### src/rtl/soml_pkg.sv
// Shared types and helpers for the SOML decoder datapath: FSM states, width
// arithmetic and the result saturation/wrap conversion used by several blocks.
package soml_pkg;

  typedef enum logic {IDLE = 1'b0, ACC = 1'b1} state_t;

  // Conversion operates at a fixed wide width so one function serves all callers.
  localparam int CONV_W = 64;

  function automatic int clog2(input int v);
    int r;
    int x;
    r = 0;
    x = v - 1;
    while (x > 0) begin
      r++;
      x = x >> 1;
    end
    return r;
  endfunction

  function automatic int len_w(input int max_len);
    return clog2(max_len + 1);
  endfunction

  function automatic int acc_w(input int data_w, input int max_len);
    return data_w + clog2(max_len);
  endfunction

  // Returns {ovf, value}; value is x clamped (sat=1) or reduced to its low out_w
  // bits and sign-extended back (sat=0).
  function automatic logic [CONV_W:0] sat_wrap(input logic signed [CONV_W-1:0] x,
                                                input int out_w, input logic sat);
    logic signed [CONV_W-1:0] hi;
    logic signed [CONV_W-1:0] lo;
    logic signed [CONV_W-1:0] w;
    hi = (64'sd1 <<< (out_w - 1)) - 64'sd1;
    lo = -(64'sd1 <<< (out_w - 1));
    if (sat) begin
      if (x > hi) return {1'b1, hi};
      if (x < lo) return {1'b1, lo};
      return {1'b0, x};
    end
    w = (x <<< (CONV_W - out_w)) >>> (CONV_W - out_w);
    return {(w != x), w};
  endfunction

endpackage

### src/rtl/soml_accum_lane.sv
// One accumulation lane: full-width signed accumulator plus conversion of the
// running sum (including the sample presented this cycle) to the result width.
module soml_accum_lane import soml_pkg::*; #(
  parameter int DATA_W = 16,
  parameter int ACC_W  = 20,
  parameter int OUT_W  = 20,
  parameter int SAT    = 1
) (
  input  logic                     clk,
  input  logic                     rst,
  input  logic                     clr,
  input  logic                     add,
  input  logic signed [DATA_W-1:0] sdi,
  output logic signed [OUT_W-1:0]  res,
  output logic                     ovf
);

  logic signed [ACC_W-1:0] acc_p0;
  logic signed [ACC_W-1:0] sum;
  logic [CONV_W:0]         conv;
  logic                    unused_conv;

  assign sum = acc_p0 + {{(ACC_W-DATA_W){sdi[DATA_W-1]}}, sdi};

  // Stage p0: accumulator
  always_ff @(posedge clk or posedge rst) begin
    if (rst)      acc_p0 <= '0;
    else if (clr) acc_p0 <= '0;
    else if (add) acc_p0 <= sum;
  end

  assign conv        = sat_wrap({{(CONV_W-ACC_W){sum[ACC_W-1]}}, sum}, OUT_W, SAT != 0);
  assign res         = conv[OUT_W-1:0];
  assign ovf         = conv[CONV_W];
  assign unused_conv = ^conv[CONV_W-1:OUT_W];

endmodule

### src/rtl/soml_accum.sv
// Multi-lane signed sample accumulator: counts a programmable number of valid
// sample sets after start, then publishes per-lane results with an out_valid pulse.
module soml_accum import soml_pkg::*; #(
  parameter int DATA_W  = 16,
  parameter int LANES   = 4,
  parameter int MAX_LEN = 16,
  parameter int OUT_W   = 20,
  parameter int SAT     = 1,
  localparam int LEN_W  = len_w(MAX_LEN),
  localparam int ACC_W  = acc_w(DATA_W, MAX_LEN)
) (
  input  logic                    clk,
  input  logic                    rst,
  input  logic                    start,
  input  logic [LEN_W-1:0]        len,
  input  logic                    in_valid,
  input  logic [LANES*DATA_W-1:0] sdi,
  output logic                    in_ready,
  output logic [LANES*OUT_W-1:0]  out,
  output logic [LANES-1:0]        ovf,
  output logic                    out_valid,
  output logic                    len_err
);

  state_t                 state;
  state_t                 state_nxt;
  logic [LEN_W-1:0]       cnt;
  logic                   len_ok;
  logic                   load;
  logic                   accept;
  logic                   last;
  logic [LANES*OUT_W-1:0] res;
  logic [LANES-1:0]       res_ovf;

  assign len_ok = (len != '0) && (len <= LEN_W'(MAX_LEN));
  assign load   = start && len_ok;
  // A start always wins over a sample presented in the same cycle.
  assign accept = (state == ACC) && in_valid && !start;
  assign last   = accept && (cnt == LEN_W'(1));

  always_ff @(posedge clk or posedge rst) begin
    if (rst) state <= IDLE;
    else     state <= state_nxt;
  end

  always_comb begin
    state_nxt = state;
    if (start)     state_nxt = len_ok ? ACC : IDLE;
    else if (last) state_nxt = IDLE;
  end

  always_comb begin
    in_ready = (state == ACC);
  end

  // Stage p1: count and published results
  always_ff @(posedge clk or posedge rst) begin
    if (rst) begin
      cnt       <= '0;
      out_valid <= 1'b0;
      len_err   <= 1'b0;
      out       <= '0;
      ovf       <= '0;
    end else begin
      out_valid <= last;
      len_err   <= start && !len_ok;
      if (load)        cnt <= len;
      else if (accept) cnt <= cnt - LEN_W'(1);
      if (last) begin
        out <= res;
        ovf <= res_ovf;
      end
    end
  end

  for (genvar i = 0; i < LANES; i++) begin : g_lane
    soml_accum_lane #(
      .DATA_W (DATA_W),
      .ACC_W  (ACC_W),
      .OUT_W  (OUT_W),
      .SAT    (SAT)
    ) u_lane (
      .clk (clk),
      .rst (rst),
      .clr (load),
      .add (accept),
      .sdi (sdi[i*DATA_W +: DATA_W]),
      .res (res[i*OUT_W +: OUT_W]),
      .ovf (res_ovf[i])
    );
  end

endmodule

### config.mk
export PLATFORM = sky130hd
export DESIGN_NAME = soml_accum
export DESIGN_NICKNAME = d
export VERILOG_FILES = /design/src/rtl/soml_pkg.sv /design/src/rtl/soml_accum_lane.sv /design/src/rtl/soml_accum.sv
export SDC_FILE = /design/constraint.sdc
export NUM_CORES = 1
export LEC_CHECK = 0
export BUFFER_PORTS_ARGS = -buffer_cell sky130_fd_sc_hd__buf_2
export CAP_MARGIN = 20
export CORE_MARGIN = 2
export CORE_UTILIZATION = 58
export DETAILED_ROUTE_END_ITERATION = 6
export HOLD_SLACK_MARGIN = 0.12
export PLACE_DENSITY = 0.81
export SYNTH_ARGS = -nofsm -noshare
export SYNTH_HDL_FRONTEND = slang
export SYNTH_SLANG_ARGS = --single-unit
### constraint.sdc
create_clock -name clk -period 8.3 [get_ports clk]
set_clock_uncertainty 0.15 [all_clocks]
set_input_delay 1.66 -clock clk [delete_from_list [all_inputs] [get_ports clk]]
set_output_delay 1.66 -clock clk [all_outputs]
set_load 0.01 [all_outputs]
* Word-level counts from Yosys, hierarchy flattened *
Index checks and enable logic that the tools add are counted.

storage, ports and cells
  flip-flop bits (word level) = 172
  input bits = 73
  output and inout port bits = 87
  logic and storage cells = 77

operators by class
  add/subtract/negate cells = 5
  order comparisons = 9
  equal/unequal tests = 1
  multiplexer cells = 41
  reduce and logical (&&, ||, !) cells = 11

operators with widths
  cell                                                    count
  2-to-1 mux 65 bit                                       16
  2-to-1 mux 20 bit                                       8
  adder 20 bit                                            4
  greater-than comparator 20 bit (second input constant)  4
  less-than comparator 20 bit (second input constant)     4
  2-to-1 mux 1 bit                                        15
  2-to-1 mux 5 bit                                        2
  logical AND 1 bit                                       6
  == test 5 x 1 -> 1 bit (second input constant)          1
  <= comparator 5 bit (second input constant)             1
  nonzero test 5 bit                                      1
  subtractor 5 x 1 -> 5 bit (second input constant)       1
  nonzero test 2 bit                                      2
  logical NOT 1 bit                                       2

* Depth between registers and ports, before layout *
  depth after elaboration = 6
  mapped depth = 11

* Hierarchy *
A second synthesis with hierarchy kept.

second synthesis, totals
  cells, all modules = 1,224
  area, all modules = 12,140.4 um^2

by module, submodules not included
  module                                  times used  cells each  area each (um^2)  sequential area each (um^2)
  soml_accum_lane (g_lane[0].u_lane ...)  3           259         2,147.1           500.5
  soml_accum                              1           219         3,733.6           2,302.2
  soml_accum_lane (g_lane[1].u_lane)      1           228         1,965.6           500.5

* Worst setup path before layout *
Ideal clock, no wire load.

  kind = input -> register
  from = input sdi[48]
  to = register out[74]
  setup time = 0.131 ns
  arrival = 3.820 ns
  required time = 8.019 ns
  slack = 4.199 ns
  stages = 10
  cell sequence = ha_1 fa_1 a21o_1 a21oi_1 nor2b_1 o41ai_4 o21ai_1 a221oi_1 xor2_1 o21ai_0

on the way
  cells in the longest elaborated chain, start to end = 6

ends and longest elaborated chain
  element                         line                   text
  start, declared                 soml_accum.sv:17       input logic [LANES*DATA_W-1:0] sdi,
  adder 20 bit (*)                soml_accum_lane.sv:23  assign sum = acc_p0 + {{(ACC_W-DATA_W){sdi[DATA_W-1]}}, sdi};
  less-than comparator 20 bit     soml_pkg.sv:41         if (x < lo) return {1'b1, lo};
  2-to-1 mux 1 bit (2 in series)  soml_pkg.sv:41
  2-to-1 mux 65 bit               soml_pkg.sv:42         return {1'b0, x};
  2-to-1 mux 65 bit (*)           soml_pkg.sv:41
  end signal, assigned            soml_accum.sv:70       out <= res;
  end, declared                   soml_accum.sv:19       output logic [LANES*OUT_W-1:0] out,

Every way passes the cells marked *; elsewhere a longest branch is shown, timed or not. The select of a mux whose other input is x is not followed.
A chain may end at the register's enable or synchronous reset.

* Final worst setup path *
  from = input sdi[48]
  to = register g_lane[3].u_lane.acc_p0[14]

on the way
  cells in the longest elaborated chain, start to end = 3

ends and longest elaborated chain
  element               line                   text
  adder 20 bit          soml_accum_lane.sv:23
  2-to-1 mux 20 bit     soml_accum_lane.sv:29  else if (add) acc_p0 <= sum;
  2-to-1 mux 20 bit     soml_accum_lane.sv:28  else if (clr) acc_p0 <= '0;
  end signal, assigned  soml_accum_lane.sv:29
  end, declared         soml_accum_lane.sv:18  logic signed [ACC_W-1:0] acc_p0;

No other way between the ends. The select of a mux whose other input is x is not followed.

==> flow_summary.yaml <==
status:
  status: "finished, final reports clean"
timing:
  slew-limit-headroom: 0.382
  setup_tns_ns: 0
  slew_violations: 0
  hold_viol_final: 0
  tightest_slew_ns: 0.927
  period_share: 0.504
  period_needed_ns: 4.18
  setup_viol: 0
  rsz0062_at_grt: "false"
  setup_ws_ns: 4.12
  timing.fmax_ghz: 0.239
clocking:
  cts_resized: 0
  insertion_delay_ns: 0.44
  cts_tree: "yes"
  clkTransAtPathRegs_ns: 0.06
  clock-root-buffer: "clkbuf_16"
  cts_buffers: 17
  hold_buffers: 0
  cts_buffer_depth: 2
  htree_levels: 4
  cts_setup_buffers: 0
  cts.sinks: 172
cells_and_area:
  diodes: 0
  finalNetCount: 1376
  layout.cells.non_filler: 1459
  drive_gt1_frac: 0.180
  fillers: 1392
  syn_to_final_growth_pct: 16.6
  final_util: 0.683
floorplan:
  die_y_um: 135
  core.rowCount: 48
  start_util: 0.586
  core-area_mm2: 0.0171
  dieWidth_um: 135
  io_pins: 160
  die-area_mm2: 0.0184
setup_path:
  cp_data_required_time_ns: 8.43
  arrival_ns: 4.31
  reg2reg_from: "g_lane[3].u_lane.acc_p0[0]$_DFFE_PP0P_"
  crit_type: "in -> reg"
  cp_slowest_cell: "o41ai_4"
  rr_worst_depth: 10
  startpoint: "sdi[48]"
  cp_num_buf_inv: 1
  crit_fanout: 4
  path_delay_family: "compound AO/OA/AOI/OAI gates"
  crit_chain: "buf_2, ha_1, fa_1, a21o_1, a21oi_1, nor2b_1, o41ai_4, o21ai_1, a221oi_1, xor2_1, o21ai_0"
  cpPeakStageDelay_ns: 0.43
  worst-path-stages: 11
  cp-end-kind: "flip-flop"
  startpoint_type: "primary input"
routing:
  drt-initial-drc-count: 550
  wire_per_inst_um: 17.2
  via_per_inst: 5.92
  vias: 8630
  drcViolationCount: 0
  antenna_left: 0
  drt-pass1-iter-count: 7
  wl_um: 25000
logic_synthesis:
  syn_area_per_cell_um2: 9.25
  synth_top_area_frac: 0.429
  synth_edf_count: 0
  yosysMostFrequentCell: "nand2_1"
  yosys-top-cells-area: "dfrtp_1 43%, ha_1 9.7%, o21ai_0 6.8%, nand2_1 6.7%, xnor2_1 3.7%"
  async_flop_share: 1.00
  postSynthNetCount: 1239
  ys_ff_latch: 172
  synth_top_flop_cell: "dfrtp_1"
  ys_warn_count: 0
  synth_cell_type_count: 64
  synth-seq-area-share: 0.429
  syn_inst: 1084
  synth_top_cell_by_area: "dfrtp_1"
  syn-cell-area_mm2: 0.0100
  synth_common_cells: "178 x nand2_1, 172 x dfrtp_1, 137 x o21ai_0"
power_and_ir_drop:
  vdd.ir_drop.worst_mv: 0.195
  powerDensity_mw_per_mm2: 295
  p_leak_nw: 5.99
place:
  io_buffers: 159
  gp_congestion: 0.900
  preCtsSetupSlack_ns: 3.77
  hpwl_um: 16700
  numPlacedInstances: 1426
min_path:
  worstHoldStart: "out[74]$_DFFE_PP0P_"
  worstHoldPathType: "reg -> reg"
  worstHoldPathCells: 2
global_route:
  grt_use_total: 0.282
  grt_max_degree: 127
  first_global_vias: 8417
  antenna_found_initial: 0
  grt_pass1_wl_um: 41000
  grt_overflow: 0
job:
  maxCapViolations: 0
path summary, 6_finish.rpt:
kind,slack (ns),to
worst max-delay path,4.12,g_lane[3].u_lane.acc_p0[14]$_DFFE_PP0P_
worst min-delay path,0.32,out[74]$_DFFE_PP0P_
worst max register to register,5.09,g_lane[3].u_lane.acc_p0[14]$_DFFE_PP0P_
worst min register to register,0.32,out[74]$_DFFE_PP0P_
max in group asynchronous,5.28,g_lane[0].u_lane.acc_p0[3]$_DFFE_PP0P_
min in group asynchronous,1.26,out[55]$_DFFE_PP0P_
worst register-to-register path: cells and delay by family, from the launching register on:
kind | cells | cell delay (ns)
flops | 1 | 0.39
simple gates | 1 | 0.12
compound gates | 6 | 1.51
fa+ha+maj | 2 | 0.66
xor+xnor | 1 | 0.22
cell type report:
class	instances	area (um^2)	area share
Clock buffer	19	453	0.0387
Timing Repair Buffer	166	868	0.0743
Multi-Input combinational cell	843	5460	0.467
Tap cell	225	282	0.0241
Sequential cell	172	4300	0.368
Clock inverter	13	236	0.0202
Inverter	21	83.8	0.00717
kinds of logic after synthesis:
family          Yosys count  synth area share
mux                      10            0.0114
fa+ha+maj                82             0.105
buf+inv                  69            0.0269
compound gates          354             0.223
xor+xnor                 68            0.0594
simple gates            329             0.145
flops                   172             0.429
stage by stage:
stage	area [um^2]	total power [mW]	hold slack (ns)
final	11700	3.45	0.324
after global routing	11700	3.68	0.354
after CTS	11700	3.46	0.323
after detailed placement	11000	2.51	0.307
after global placement	11000	2.46	0.304
after floorplan	10000	2.11	0.304
where the power goes:
part | total [mW] | switching [mW] | internal [mW]
Clock | 0.935 | 0.352 | 0.584
Combinational | 1.28 | 0.742 | 0.541
Sequential | 1.24 | 0.147 | 1.09
Total | 3.45 | 1.24 | 2.21
cell usage in the layout (no fill, tap or decap), types with 10 or more instances in the layout:
master       n
a21o_1      35
a21oi_1     69
clkbuf_16   17
buf_2      159
dfrtp_1    172
o21bai_1    14
ha_1        78
nor2b_1     12
nor2_1      42
xnor2_1     42
xor2_1      26
a22o_1      25
nand2_1    178
inv_1       19
o21ai_0    137
nand3_1     48
o211ai_1    10
routing by layer:
metal / up-vias / part of all wire / track usage / wire, um
met4: 0 / 0.022 / 0.0920 / 552
met5: - / 0 / 0 / 0
met1: 4200 / 0.44 / 0.373 / 11100
met3: 41 / 0.050 / 0.0569 / 1250
met2: 234 / 0.48 / 0.470 / 12100
li1: 4155 / - / - / -
state kept, by name, summed over array words and instances, names as in the netlist:
name                  count
g_lane.u_lane.acc_p0     80
out                      80
cnt                       5
ovf                       4
in_ready                  1
len_err                   1
out_valid                 1
Power figures use the tool's default switching activity.
